--- config.mk ---
export PLATFORM = sky130hd
export DESIGN_NAME = uart_receiver
export DESIGN_NICKNAME = d
export VERILOG_FILES = /design/src/rtl/uart_receiver.sv
export SDC_FILE = /design/constraint.sdc
export NUM_CORES = 1
export LEC_CHECK = 0
export ABC_AREA = 0
export BUFFER_PORTS_ARGS = -buffer_cell sky130_fd_sc_hd__buf_2
export CAP_MARGIN = 20
export CORE_ASPECT_RATIO = 1.75
export CORE_MARGIN = 10
export CORE_UTILIZATION = 60
export DETAILED_ROUTE_END_ITERATION = 10
export GPL_TIMING_DRIVEN = 1
export MAX_ROUTING_LAYER = met4
export PLACE_DENSITY = 0.91
export SLEW_MARGIN = 5
export SYNTH_ARGS = -nofsm -noshare
export SYNTH_HDL_FRONTEND = slang
export SYNTH_SLANG_ARGS = --single-unit
--- constraint.sdc ---
create_clock -name i_clk -period 1.7 [get_ports i_clk]
set_input_delay 0.17 -clock i_clk [delete_from_list [all_inputs] [get_ports i_clk]]
set_output_delay 0.17 -clock i_clk [all_outputs]
set_load 0.02 [all_outputs]
--- src/rtl/uart_receiver.sv ---
`default_nettype none
// ---------------------------------------------------------------------------
// uart_receiver : oversampled UART receiver (mid-bit sampling, frame check)
// Revision 1.0
// ---------------------------------------------------------------------------
module uart_receiver #(
   parameter int clk_speed = 100_000000,
   parameter int baudrate  = 921600,
   parameter int D_BITS    = 8,
   parameter int SP_BITS   = 1
) (
   input  logic              i_clk,
   input  logic              reset,
   input  logic              i_rx,
   output logic [D_BITS-1:0] o_rx_data,
   output logic              o_rx_done,
   output logic              o_frame_err,
   output logic              o_rx_busy
);

   localparam int CPB  = clk_speed / baudrate;
   localparam int HALF = CPB / 2;
   localparam int CW   = (CPB > 1) ? $clog2(CPB) : 1;
   localparam int BW   = $clog2(D_BITS + 1);

   localparam logic [CW-1:0] C_BIT_END  = CW'(CPB - 1);
   localparam logic [CW-1:0] C_HALF_END = CW'(HALF - 1);
   localparam logic [BW-1:0] C_LAST_BIT = BW'(D_BITS - 1);
   localparam logic          C_LAST_SP  = 1'(SP_BITS - 1);

   typedef enum logic [1:0] {
      IDLE  = 2'd0,
      START = 2'd1,
      DATA  = 2'd2,
      STOP  = 2'd3
   } state_t;

   logic [1:0]        rst_sync_q;
   logic              rst_n_s;
   logic [1:0]        sync_q;
   logic              rx_s;

   state_t            state_q, state_d;
   logic [CW-1:0]     cnt_q, cnt_d;
   logic [BW-1:0]     bit_q, bit_d;
   logic              stop_q, stop_d;
   logic              bad_q, bad_d;
   logic              arm_q, arm_d;
   logic [D_BITS-1:0] shift_q, shift_d;
   logic [D_BITS-1:0] data_q, data_d;
   logic              done_q, done_d;
   logic              ferr_q, ferr_d;
   logic              busy_q;

   // Reset asserts immediately but releases only on a clock edge.
   always_ff @(posedge i_clk or negedge reset) begin
      if (!reset) rst_sync_q <= 2'b00;
      else        rst_sync_q <= {rst_sync_q[0], 1'b1};
   end
   assign rst_n_s = rst_sync_q[1];

   always_ff @(posedge i_clk or negedge rst_n_s) begin
      if (!rst_n_s) begin
         sync_q  <= 2'b11;
         state_q <= IDLE;
         cnt_q   <= '0;
         bit_q   <= '0;
         stop_q  <= 1'b0;
         bad_q   <= 1'b0;
         arm_q   <= 1'b0;
         shift_q <= '0;
         data_q  <= '0;
         done_q  <= 1'b0;
         ferr_q  <= 1'b0;
         busy_q  <= 1'b0;
      end else begin
         sync_q  <= {sync_q[0], i_rx};
         state_q <= state_d;
         cnt_q   <= cnt_d;
         bit_q   <= bit_d;
         stop_q  <= stop_d;
         bad_q   <= bad_d;
         arm_q   <= arm_d;
         shift_q <= shift_d;
         data_q  <= data_d;
         done_q  <= done_d;
         ferr_q  <= ferr_d;
         busy_q  <= (state_d != IDLE);
      end
   end
   assign rx_s = sync_q[1];

   always_comb begin
      state_d = state_q;
      cnt_d   = cnt_q + 1'b1;
      bit_d   = bit_q;
      stop_d  = stop_q;
      bad_d   = bad_q;
      arm_d   = arm_q;
      shift_d = shift_q;
      data_d  = data_q;
      done_d  = 1'b0;
      ferr_d  = 1'b0;
      case (state_q)
         IDLE: begin
            cnt_d  = '0;
            bit_d  = '0;
            stop_d = 1'b0;
            bad_d  = 1'b0;
            // arm_q blocks a stuck-low line from retriggering after a frame error
            if (rx_s)       arm_d   = 1'b1;
            else if (arm_q) state_d = START;
         end
         START: begin
            if (cnt_q == C_HALF_END) begin
               cnt_d   = '0;
               state_d = rx_s ? IDLE : DATA;
            end
         end
         DATA: begin
            if (cnt_q == C_BIT_END) begin
               cnt_d   = '0;
               shift_d = {rx_s, shift_q[D_BITS-1:1]};
               bit_d   = bit_q + 1'b1;
               if (bit_q == C_LAST_BIT) state_d = STOP;
            end
         end
         STOP: begin
            if (cnt_q == C_BIT_END) begin
               cnt_d  = '0;
               stop_d = stop_q + 1'b1;
               bad_d  = bad_q | ~rx_s;
               if (stop_q == C_LAST_SP) begin
                  state_d = IDLE;
                  if (bad_q || !rx_s) begin
                     ferr_d = 1'b1;
                     arm_d  = 1'b0;
                  end else begin
                     done_d = 1'b1;
                     data_d = shift_q;
                  end
               end
            end
         end
         default: state_d = IDLE;
      endcase
   end

   assign o_rx_data   = data_q;
   assign o_rx_done   = done_q;
   assign o_frame_err = ferr_q;
   assign o_rx_busy   = busy_q;

endmodule
`default_nettype wire

==> metrics.txt <==
Req. time, crit path=1.87 ns; GP Congestion=0.7903; Clock Path Buffers=2; outcome=finished with violations; DR WL/cell=roughly 20 µm; CP max stage delay=~0.42 ns; CP arrival=2.05 ns; Synth async-reset ratio=100.0%; final core utilization=78.98%; crit end category=register; number of flops mapped to enable cells by yosys=0; Clock Sinks=39; Iter 0 DRT Violations=62; I/O pin count=14; 1st-pass router iterations=5; Worst Path Buf+Inv=1; Max Clock Freq=533.5 MHz; Period minus WS final=roughly 1.9 ns; reg-to-reg startpoint=cnt_q[2]; Setup violations, final=25; Placed Area=1889 µm²; Die H=89.83 µm; Unique masters post-synth=37; final non-filler cell total=between 200 and 250; clock tree root driver cell=clkbuf_8; Synth Warn #=0; layout cells sized above 1=41.24%; clock skew=0.007765 ns; syn_nets=140; crit path from=cnt_q[2]; commonest non-fill, non-tap cell in the layout=dfrtp_1; Critical Path Fanout Max=4; critical setup path kind=reg2reg; Nets=182; Area Overhead vs Synth=27.10%; clock latency on the worst-skew pair=0.29 ns; sequential cell area fraction in the yosys report=58.53%; routed wire length=roughly 4.2 mm; Total Routing Usage GR=15.13%; initial antenna violation count=0; dpl cells=between 150 and 200; CTS tree=done; FF+latch count, synth=39; die area=approximately 5400 µm²; GR Overflow Total=0; Hold Fails Final Rpt=0; H-tree depth=2; Final ANT Viol Nets=0; core area=~2700 µm²; final setup TNS=-2.432 ns; Hold Crit Class=in2async; DRC=0; Most used DFF post-synth=dfrtp_1; first-pass GRT wire length=6.258 mm; PortBufs=13; setup ws final=-0.1743 ns; # fillers=129; Num CTS Buffers=5; Finished Cell Area=2125 µm²; leakage=1.023 nW; failing checks=negative setup slack; delay-heaviest family, CP=simple AND/OR/NAND/NOR gates; Slowest-stage cell, CP=or3_4; Vias=1277; commonest non-fill, non-tap cells in the layout=dfrtp_1, buf_4, buf_2, nor2_1; CP startpoint kind=register; cells after synthesis=134; diode count=0; largest net degree at the start of global routing=38; CTS clk-pin slew, worst paths=0.08 ns; Final Cycle Share=110.3%; initial core utilization=62.14%; post-detailed-placement half-perimeter wirelength=roughly 2.4 mm; Max-Cap Viols=0; syn_area_per_cell=12.47 µm²; CP Cell Sequence=nand4bb_4 > or3_4 > nor3_4 > buf_6 > mux2_4; routed vias/inst=6.260; final slew viol count=0; Die Wd=59.90 µm; Synth Cell Area=around 1700 µm²; pwr dens=1049 nW/µm²; Peak VDD IR=0.9144 mV; unrepaired setup endpoints after global routing=true; Rows=25; vias in the first global route=1330
==> worst paths after layout <==
path | to | slack [ns] | depth (start not counted)
worst max-delay path | o_rx_data[7] | -0.17 | 5
worst min-delay path | rst_sync_q[1] | 0.20 | 2
max in group asynchronous | sync_q[0] | 1.06 | 1
min in group i_clk | sync_q[1] | 0.35 | 0
worst max register to register | o_rx_data[7] | -0.17 | 5
worst min register to register | cnt_q[2] | 0.28 | 1
==> worst reg2reg max path: cells and delay by family (launching register included) <==
family,cells,cell delay [ns]
flops,1,0.39
simple gates,3,0.89
buf+inv,1,0.17
mux,1,0.31
==> repair_timing <==
item	4_1_cts	5_1_grt
gates resized for setup	3	14
setup endpoints to repair	27	27
setup buffers	4	3
hold endpoints to repair	3	0
hold buffers	2	0
pin swaps	0	7
==> area by class of cell <==
class	instances	area [µm²]	share of cell area [%]
tap	27	33.78	1.590
multi-input combinational	89	720.7	33.92
clock buffer	8	100.1	4.711
timing repair buffer	39	284.0	13.37
inverter	2	7.507	0.3534
sequential	39	978.4	46.05
==> per-stage QoR <==
step / hold slack (ns) / total power, W / setup WS [ns]
6_report: 0.2030 / 0.002228 / -0.1743
5_1_grt: 0.2068 / 0.002319 / -0.2170
4_1_cts: 0.1835 / 0.002136 / -0.09838
3_5_place_dp: -0.04330 / 0.001407 / -0.1685
3_3_place_gp: -0.04554 / 0.001377 / -0.08898
2_1_floorplan: -0.1256 / 0.001268 / -0.2129
==> cells in the mapped netlist, drive strengths merged, types with 2 or more instances <==
| cell type | count | share of area, % |
|---|---|---|
| nand2 | 7 | 1.6 |
| xnor2 | 3 | 1.6 |
| a21oi | 4 | 1.2 |
| o21ai | 5 | 1.5 |
| dfstp | 2 | 3.1 |
| ha | 3 | 2.2 |
| and3 | 2 | 0.75 |
| nand2b | 5 | 1.9 |
| mux2i | 2 | 1.2 |
| dfrtp | 37 | 55 |
| nand3 | 4 | 1.2 |
| mux2 | 16 | 11 |
| xor2 | 2 | 1.0 |
| nor3 | 4 | 1.9 |
| nor2 | 13 | 3.1 |
| or2 | 2 | 0.75 |
| clkbuf | 3 | 0.67 |
| a22oi | 2 | 0.90 |
| inv | 2 | 0.45 |
==> layer usage <==
metal  vias to the layer above  track usage (%)  part of all wire, %
met3                        18            3.662                  6.5
met2                        66            23.28                   52
met5                         -                -                    0
met1                       644            17.53                   38
met4                         0            7.519                  3.6
li1                        549                -                    -
==> registers in the layout, summed over array words and instances (netlist names) <==
register,cells
o_rx_data,8
shift_q,8
cnt_q,7
bit_q,4
rst_sync_q,2
state_q,2
sync_q,2
arm_q,1
bad_q,1
o_frame_err,1
o_rx_busy,1
o_rx_done,1
stop_q,1
==> report_power, final <==
group	internal, W	switching (W)
Combinational	0.000247	0.000247
Clock	0.000370	0.000311
Sequential	0.000997	0.0000556
==> cells by family after synthesis <==
logic type,after synthesis,share of synthesized area (%)
muxes,18,11.98
and+or+nand+nor,44,15.42
DFF,39,58.53
xor gates and xnor gates,5,2.620
adders and majority gates,3,2.246
other,1,0.2243
AOI/OAI and AO/OA,18,7.186
buffers and inverters,6,1.796
(Power assumes the default switching activity.)
